## src/rtl/intirvx_operand_issue.sv

```systemverilog
// Operand issue stage: register file with multi-port write-back, pending-bit
// scoreboard with write-back bypass, serialize blocking and an in-order issue FIFO.
module intirvx_operand_issue #(
  parameter int XLEN     = 32,
  parameter int NREGS    = 32,
  parameter int WB_PORTS = 2,
  parameter int DEPTH    = 2,
  parameter int CTRL_W   = 16,
  localparam int AW      = $clog2(NREGS),
  localparam int CW      = $clog2(DEPTH) + 1
) (
  input  logic                     clk,
  input  logic                     rst,
  input  logic                     in_valid,
  output logic                     in_ready,
  input  logic [XLEN-1:0]          in_pc,
  input  logic [CTRL_W-1:0]        in_ctrl,
  input  logic [XLEN-1:0]          in_imm,
  input  logic [AW-1:0]            in_rs1_adr,
  input  logic [AW-1:0]            in_rs2_adr,
  input  logic                     in_rs1_en,
  input  logic                     in_rs2_en,
  input  logic [AW-1:0]            in_rd_adr,
  input  logic                     in_rd_en,
  input  logic                     in_serialize,
  output logic                     out_valid,
  input  logic                     out_ready,
  output logic [XLEN-1:0]          out_pc,
  output logic [CTRL_W-1:0]        out_ctrl,
  output logic [XLEN-1:0]          out_imm,
  output logic [AW-1:0]            out_rd_adr,
  output logic                     out_rd_en,
  output logic                     out_serialize,
  output logic [XLEN-1:0]          out_rs1,
  output logic [XLEN-1:0]          out_rs2,
  input  logic [WB_PORTS-1:0]      wb_valid,
  input  logic [WB_PORTS*AW-1:0]   wb_adr,
  input  logic [WB_PORTS*XLEN-1:0] wb_data,
  input  logic                     resolve,
  input  logic                     flush,
  output logic [CW-1:0]            fifo_count
);

  localparam int PW = (DEPTH > 1) ? $clog2(DEPTH) : 1;

  typedef struct packed {
    logic [XLEN-1:0]   pc;
    logic [CTRL_W-1:0] ctrl;
    logic [XLEN-1:0]   imm;
    logic [AW-1:0]     rd_adr;
    logic              rd_en;
    logic              serialize;
    logic [XLEN-1:0]   rs1;
    logic [XLEN-1:0]   rs2;
  } entry_t;

  logic [XLEN-1:0] regs [NREGS];
  logic [NREGS-1:0] pending;
  logic             serial_block;

  entry_t           mem [DEPTH];
  logic [PW-1:0]    wr_ptr, rd_ptr;
  logic [CW-1:0]    count;

  function automatic logic wb_hit(input logic [AW-1:0]            adr,
                                  input logic [WB_PORTS-1:0]      v,
                                  input logic [WB_PORTS*AW-1:0]   a);
    logic hit;
    hit = 1'b0;
    for (int p = 0; p < WB_PORTS; p++)
      if (v[p] && a[p*AW +: AW] == adr && adr != '0) hit = 1'b1;
    return hit;
  endfunction

  // Later ports overwrite earlier ones, so the highest matching port wins.
  function automatic logic [XLEN-1:0] wb_value(input logic [AW-1:0]            adr,
                                               input logic [WB_PORTS-1:0]      v,
                                               input logic [WB_PORTS*AW-1:0]   a,
                                               input logic [WB_PORTS*XLEN-1:0] d);
    logic [XLEN-1:0] val;
    val = '0;
    for (int p = 0; p < WB_PORTS; p++)
      if (v[p] && a[p*AW +: AW] == adr) val = d[p*XLEN +: XLEN];
    return val;
  endfunction

  function automatic logic [PW-1:0] ptr_next(input logic [PW-1:0] p);
    return (p == PW'(DEPTH - 1)) ? '0 : p + 1'b1;
  endfunction

  logic            rs1_hit, rs2_hit, rd_hit;
  logic            rs1_ok, rs2_ok, waw;
  logic [XLEN-1:0] rs1_val, rs2_val;
  logic            accept, pop;
  entry_t          in_entry, head;
  logic [NREGS-1:0] wb_clr_vec, set_vec;

  assign rs1_hit = wb_hit(in_rs1_adr, wb_valid, wb_adr);
  assign rs2_hit = wb_hit(in_rs2_adr, wb_valid, wb_adr);
  assign rd_hit  = wb_hit(in_rd_adr,  wb_valid, wb_adr);

  assign rs1_ok = !in_rs1_en || in_rs1_adr == '0 || !pending[in_rs1_adr] || rs1_hit;
  assign rs2_ok = !in_rs2_en || in_rs2_adr == '0 || !pending[in_rs2_adr] || rs2_hit;
  assign waw    = in_rd_en && in_rd_adr != '0 && pending[in_rd_adr] && !rd_hit;

  assign rs1_val = (!in_rs1_en || in_rs1_adr == '0) ? '0 :
                   rs1_hit ? wb_value(in_rs1_adr, wb_valid, wb_adr, wb_data) : regs[in_rs1_adr];
  assign rs2_val = (!in_rs2_en || in_rs2_adr == '0) ? '0 :
                   rs2_hit ? wb_value(in_rs2_adr, wb_valid, wb_adr, wb_data) : regs[in_rs2_adr];

  assign in_ready = !flush && !serial_block && (count < CW'(DEPTH)) && rs1_ok && rs2_ok && !waw;
  assign accept   = in_valid && in_ready;
  assign out_valid = (count != '0);
  assign pop       = out_valid && out_ready;
  assign fifo_count = count;

  always_comb begin
    // NOTE: every always_comb output gets a default first so no path leaves it unassigned (no latch).
    in_entry           = '0;
    in_entry.pc        = in_pc;
    in_entry.ctrl      = in_ctrl;
    in_entry.imm       = in_imm;
    in_entry.rd_adr    = in_rd_adr;
    in_entry.rd_en     = in_rd_en;
    in_entry.serialize = in_serialize;
    in_entry.rs1       = rs1_val;
    in_entry.rs2       = rs2_val;
  end

  always_comb begin
    wb_clr_vec = '0;
    set_vec    = '0;
    for (int p = 0; p < WB_PORTS; p++)
      if (wb_valid[p]) wb_clr_vec[wb_adr[p*AW +: AW]] = 1'b1;
    if (accept && in_rd_en && in_rd_adr != '0) set_vec[in_rd_adr] = 1'b1;
  end

  // Write-back still commits during flush; x0 is never written.
  always_ff @(posedge clk) begin
    // NOTE: this storage is reset because x-registers and the out_* payload must read 0 after rst.
    if (rst) begin
      for (int i = 0; i < NREGS; i++) regs[i] <= '0;
    end else begin
      for (int p = 0; p < WB_PORTS; p++)
        if (wb_valid[p] && wb_adr[p*AW +: AW] != '0)
          regs[wb_adr[p*AW +: AW]] <= wb_data[p*XLEN +: XLEN];
    end
  end

  always_ff @(posedge clk) begin
    // NOTE: state registers use non-blocking assignment so all updates see pre-edge values.
    if (rst || flush) pending <= '0;
    else              pending <= (pending & ~wb_clr_vec) | set_vec;
  end

  always_ff @(posedge clk) begin
    if (rst || flush)                serial_block <= 1'b0;
    else if (accept && in_serialize) serial_block <= 1'b1;
    else if (resolve)                serial_block <= 1'b0;
  end

  always_ff @(posedge clk) begin
    if (rst) begin
      wr_ptr <= '0;
      rd_ptr <= '0;
      count  <= '0;
      for (int i = 0; i < DEPTH; i++) mem[i] <= '0;
    end else if (flush) begin
      wr_ptr <= '0;
      rd_ptr <= '0;
      count  <= '0;
    end else begin
      if (accept) begin
        mem[wr_ptr] <= in_entry;
        wr_ptr      <= ptr_next(wr_ptr);
      end
      if (pop) rd_ptr <= ptr_next(rd_ptr);
      if (accept && !pop)      count <= count + 1'b1;
      else if (pop && !accept) count <= count - 1'b1;
    end
  end

  // Head entry is held in place until popped, so the payload is stable under backpressure.
  assign head          = mem[rd_ptr];
  assign out_pc        = head.pc;
  assign out_ctrl      = head.ctrl;
  assign out_imm       = head.imm;
  assign out_rd_adr    = head.rd_adr;
  assign out_rd_en     = head.rd_en;
  assign out_serialize = head.serialize;
  assign out_rs1       = head.rs1;
  assign out_rs2       = head.rs2;

endmodule

```

## config.mk

```make
export PLATFORM = sky130hd
export DESIGN_NAME = intirvx_operand_issue
export DESIGN_NICKNAME = d
export VERILOG_FILES = /design/src/rtl/intirvx_operand_issue.sv
export SDC_FILE = /design/constraint.sdc
export NUM_CORES = 2
export LEC_CHECK = 0
export CORE_MARGIN = 1.5
export CORE_UTILIZATION = 45
export CTS_BUF_LIST = sky130_fd_sc_hd__clkbuf_16
export DETAILED_ROUTE_END_ITERATION = 10
export SETUP_SLACK_MARGIN = 0.15
export SLEW_MARGIN = 20
export SYNTH_ARGS = -nofsm -noshare
export SYNTH_HDL_FRONTEND = slang
export SYNTH_SLANG_ARGS = --single-unit
```

## constraint.sdc

```tcl
create_clock -name clk -period 6.95 [get_ports clk]
set_input_delay 1.0425 -clock clk [delete_from_list [all_inputs] [get_ports clk]]
set_output_delay 1.0425 -clock clk [all_outputs]
set_load 0.01 [all_outputs]
```

* Yosys cells after proc, flatten, opt, wreduce, memory -nomap -nowiden
Memory sizes are Yosys's and may differ from the RTL's. A register that Yosys moved wholly into a read port is not among the register bits. Index checks and enable logic that the tools add are counted.
Storage, ports and cells: flip-flop bits (word level) 37, RAM bits 1326, output and inout port bits 155, logic and storage cells 151, memories kept 2
Cells by class: $add $sub $neg 4, magnitude comparators 9, equality and inequality tests 6, mux-type cells 58, bitwise operators 4, reduce and logical (&&, ||, !) cells 63
Memories:
- regs | words 32, bits a word 32, read ports 2, clocked after memory_dff 0, write ports 32, line 57 | logic [XLEN-1:0] regs [NREGS];
- mem | words 2, bits a word 151, read ports 1, clocked after memory_dff 1, write ports 2, line 61 | entry_t mem [DEPTH];
Operator list (number):
- 2-to-1 mux 32 bit | 13
- 2-to-1 mux 151 bit | 1
- OR reduction 151 bit | 1
- OR 32 bit | 2
- OR reduction 32 bit | 2
- 2-to-1 mux 1 bit | 34
- bitwise AND 32 bit | 1
- logical AND 1 bit | 32
- inverter 32 bit | 1
- equality test 5 bit | 6
- less-than comparator 5 x 6 -> 1 bit, second input constant | 5
- nonzero test 5 bit | 5
- binary-select mux 1 bit (select 5 bit) | 3
- demux 1 bit (select 5 bit) | 3
- greater-or-equal comparator 5 x 1 -> 1 bit, second input constant | 3
- zero test 1 bit | 10
- zero test 5 bit | 2
- 2-to-1 mux 5 bit | 2
- logical OR 1 bit | 7
- nonzero test 2 bit | 3
- 2-to-1 mux 2 bit | 2
- adder 1 bit, second input constant | 2
- adder 2 x 1 -> 2 bit, second input constant | 1
- less-than comparator 2 bit, second input constant | 1
- other kinds (2) | 2

* Depth between registers and ports, before layout
depth in word-level cells 16, mapped depth 13, mapped depth without buffers 11

* Worst setup path after synthesis
No wires, ideal clock.
path kind input port to flip-flop, start point input in_rs2_adr[0], end point memory mem[0][0] in the netlist's numbering, enable pin, library setup time 0.537 ns, arrival 6.251 ns, path slack 0.161 ns, cell stages on the path 8, path buffers 2, path through buf_2 -> buf_2 -> mux2_1 -> o311ai_0 -> o221ai_1 -> a32oi_2 -> nand4b_1 -> nand2b_1
RTL lines:
- start, declared | line 20 | input logic [AW-1:0] in_rs2_adr,
- end, declared | line 61

* Worst setup path after layout
start point input wb_adr[3], end point output in_ready
On the way: word-level cells in the longest chain between the ends 9
Ends and longest elaborated chain:
- start, declared | line 37 | input logic [WB_PORTS*AW-1:0] wb_adr,
- equality test 5 bit | line 71 | if (v[p] && a[p*AW +: AW] == adr && adr != '0) hit = 1'b1;
- logical AND 1 bit (2 in a row) | line 71
- 2-to-1 mux 1 bit (2 in a row) | line 71
- logical OR 1 bit or zero test 1 bit (tied branches) | line 102, 104
- logical AND 1 bit, on equally long branches | line 111, 104
- logical AND 1 bit or zero test 1 bit (tied branches) | line 111 | assign in_ready = !flush && !serial_block && (count < CW'(DEPTH)) && rs1_ok && rs2_ok && !waw;
- logical AND 1 bit * | line 111
- end, declared | line 15 | output logic in_ready,
Mark *: on every way between the ends. The rest lies on a longest branch, timed or not.

==> metrics <==
antenna-violating nets left=0; Die ar.=171,000 um2; clk sink count=1,364; total power draw=20.2 mW; Root Driver=clkbuf_16; first-pass GRT wire length=398,000 um; Final min period=5.30 ns; Critical Path End Type=output port; slack of the critical path=1.65 ns; Critical Path Source Type=input pin; Max Slew Vio Count=0; area grow syn2layout=13.5%; sequential fraction of the synthesis area=53.5%; CTS tree=built; Setup Viol. Count Final=0; Cell Rows=150; CTS max path bufs=3; crit path kind=in2out; Port Buffers=335; Finished Layout Cells=7,638; global-route usage over all layers=32.9%; post-DP HPWL=166,000 um; status=finished, final reports clean; DRT iter0 DRCs=7,443; design area=86,100 um2; die height=414 um; Rel. slew slack=18.8%; RSZ-0062 raised after global routing=no; clk_lat worst skew=0.81 ns; grt ovf=0; sequential share of power=47.9%; logic gate share of total power=13.6%; Reg2Reg Setup Slack=3.36 ns; largest net degree at the start of global routing=117; starting density of the core=45.3%; setup slack at placement=1.32 ns; Leakage=29.5 nW; Yosys reg bits=1,364; setup_tns=0 ns; Cell Area, Synth=75,900 um2; initial antenna violation count=3; Synth Flop Type=edfxtp_1; Post-synth EDFFs=1,326; clk slew on worst S/H paths=0.06 ns; Core Util, Final=51.4%; Cell Int Power=14.9 mW; post-CTS setup buffer count=0; gp weighted congestion=0.896; post-synth top area share=52.5%; HP Class=reg2reg; max frequency=189 MHz; Slew @ Worst Pin=1.21 ns; Synth top cells by count=edfxtp_1, a22o_1, clkbuf_1, mux4_2, mux2i_1; max-cap violations=0; Worst EP required=5.91 ns; synth warn=0; Wirelength per Cell=37.5 um; CP arrival=4.26 ns; clock share of power=38.5%; Total Wirelength=287,000 um; syn_area_per_cell=14.2 um2; WHS=0.515 ns; top cells by area, synth=edfxtp_1, mux4_2, a22o_1, mux2i_1, clkbuf_1; most common cell in the netlist=edfxtp_1; share of cells above drive strength 1=22.3%; sw frac=26.1%; Final Hold Violating Endpoints=0; placed cell area=81,500 um2; via count=54,770; # resized after CTS=0; pwr/cell area=235 nW/um2; die width=414 um; Remaining DRCs=0; crit path max fanout=16; Async SR Flop Fraction=0%; core area=167,000 um2; Placed Cells=7,374; VDD IR max=0.202 mV; Tcrit/Tclk final=76.3%; vias in the first global route=52,981; drt pass-1 iters=6; cts bufs inserted=150; cts hold-fix bufs=0; net switching power=5.27 mW; vias per inst=7.17; # IOs=336; cells after synthesis=5,346; H-tree levels=4; post-synth top area cell=edfxtp_1; Final #Nets=5,504; Worst Skew=0.0231 ns; distinct cell type count after synthesis=60
[power groups by stage]
stage | Combinational, mW | Clock, mW | Sequential (mW)
after global placement | 2.64 | 0 | 9.81
after global routing | 2.83 | 8.11 | 9.72
after detailed placement | 2.66 | 0 | 9.84
after CTS | 2.67 | 7.82 | 9.67
final | 2.74 | 7.78 | 9.68
after floorplan | 1.60 | 0 | 9.78
[area by class of cell]
cell class,instances,area [um2]
tap,2204,2760
antenna,1,2.50
sequential,1364,40600
multi-input combinational,3229,32800
clock inverter,110,816
timing repair buffer,573,5310
fill,13831,81300
inverter,4,15.0
clock buffer,153,3830
[worst paths after layout]
path / end / cells past startpoint / start
setup / recovery: in_ready / 9 / wb_adr[3]
hold / removal: register / 2 / rd_ptr$_SDFFE_PP0P_
setup reg to reg: mem[1][137]$_SDFFCE_PN0P_ / 9 / pending[7]$_SDFF_PP0_
hold reg to reg: register / 2 / rd_ptr$_SDFFE_PP0P_
[registers in the layout, summed over array words and instances (netlist names), named ones only]
| register | count |
|---|---|
| fifo_count | 2 |
| mem | 302 |
| pending | 32 |
| rd_ptr | 1 |
| regs | 1024 |
| serial_block | 1 |
| wr_ptr | 1 |
[cells by family after synthesis]
logic type      after synthesis  share of synthesized area [%]
simple gates                736                           5.15
flops                      1364                           53.5
other cells                   1                        0.00494
compound gates             1435                           15.8
mux                         992                           21.0
xor+xnor                     33                          0.381
fa+ha+maj                     1                         0.0165
buf+inv                     784                           4.18
[cells in the final DEF (no fill, tap or decap), types with 36 or more instances in the layout]
cell / synthesis / final
a211oi_1: 64 / 64
a221oi_1: 65 / 65
a22o_1: 994 / 994
a22oi_1: 160 / 160
and2_1: 244 / 244
buf_4: 9 / 227
clkbuf_16: 0 / 153
clkdlybuf4s50_1: 0 / 323
clkinv_1: 0 / 37
dfxtp_1: 38 / 37
edfxtp_1: 1326 / 1326
inv_1: 4 / 36
mux2_2: 185 / 185
mux2i_1: 347 / 347
mux4_2: 459 / 459
nand2_1: 57 / 57
nand3_1: 113 / 113
nor2_1: 178 / 143
o211ai_1: 64 / 64
[metal layers]
metal	global-route usage (%)	share of wire (%)	vias up	wire length, um
met2	50.8	45	4052	130000
met4	14.8	5.0	0	14300
met5	0	0	-	0
met3	9.40	13	855	36700
met1	43.0	37	28034	106000
li1	-	-	21829	-
[worst max-delay path, cell delays in order]
cell and delay, ns:
clkdlybuf4s50_1 0.93, xor2_1 0.37, nor4_1 0.23, and3_1 0.28, nor4b_1 0.09, a32oi_2 0.41
nand3_1 0.26, inv_1 0.11, clkdlybuf4s50_1 0.53
Power figures use the tool's default switching activity.
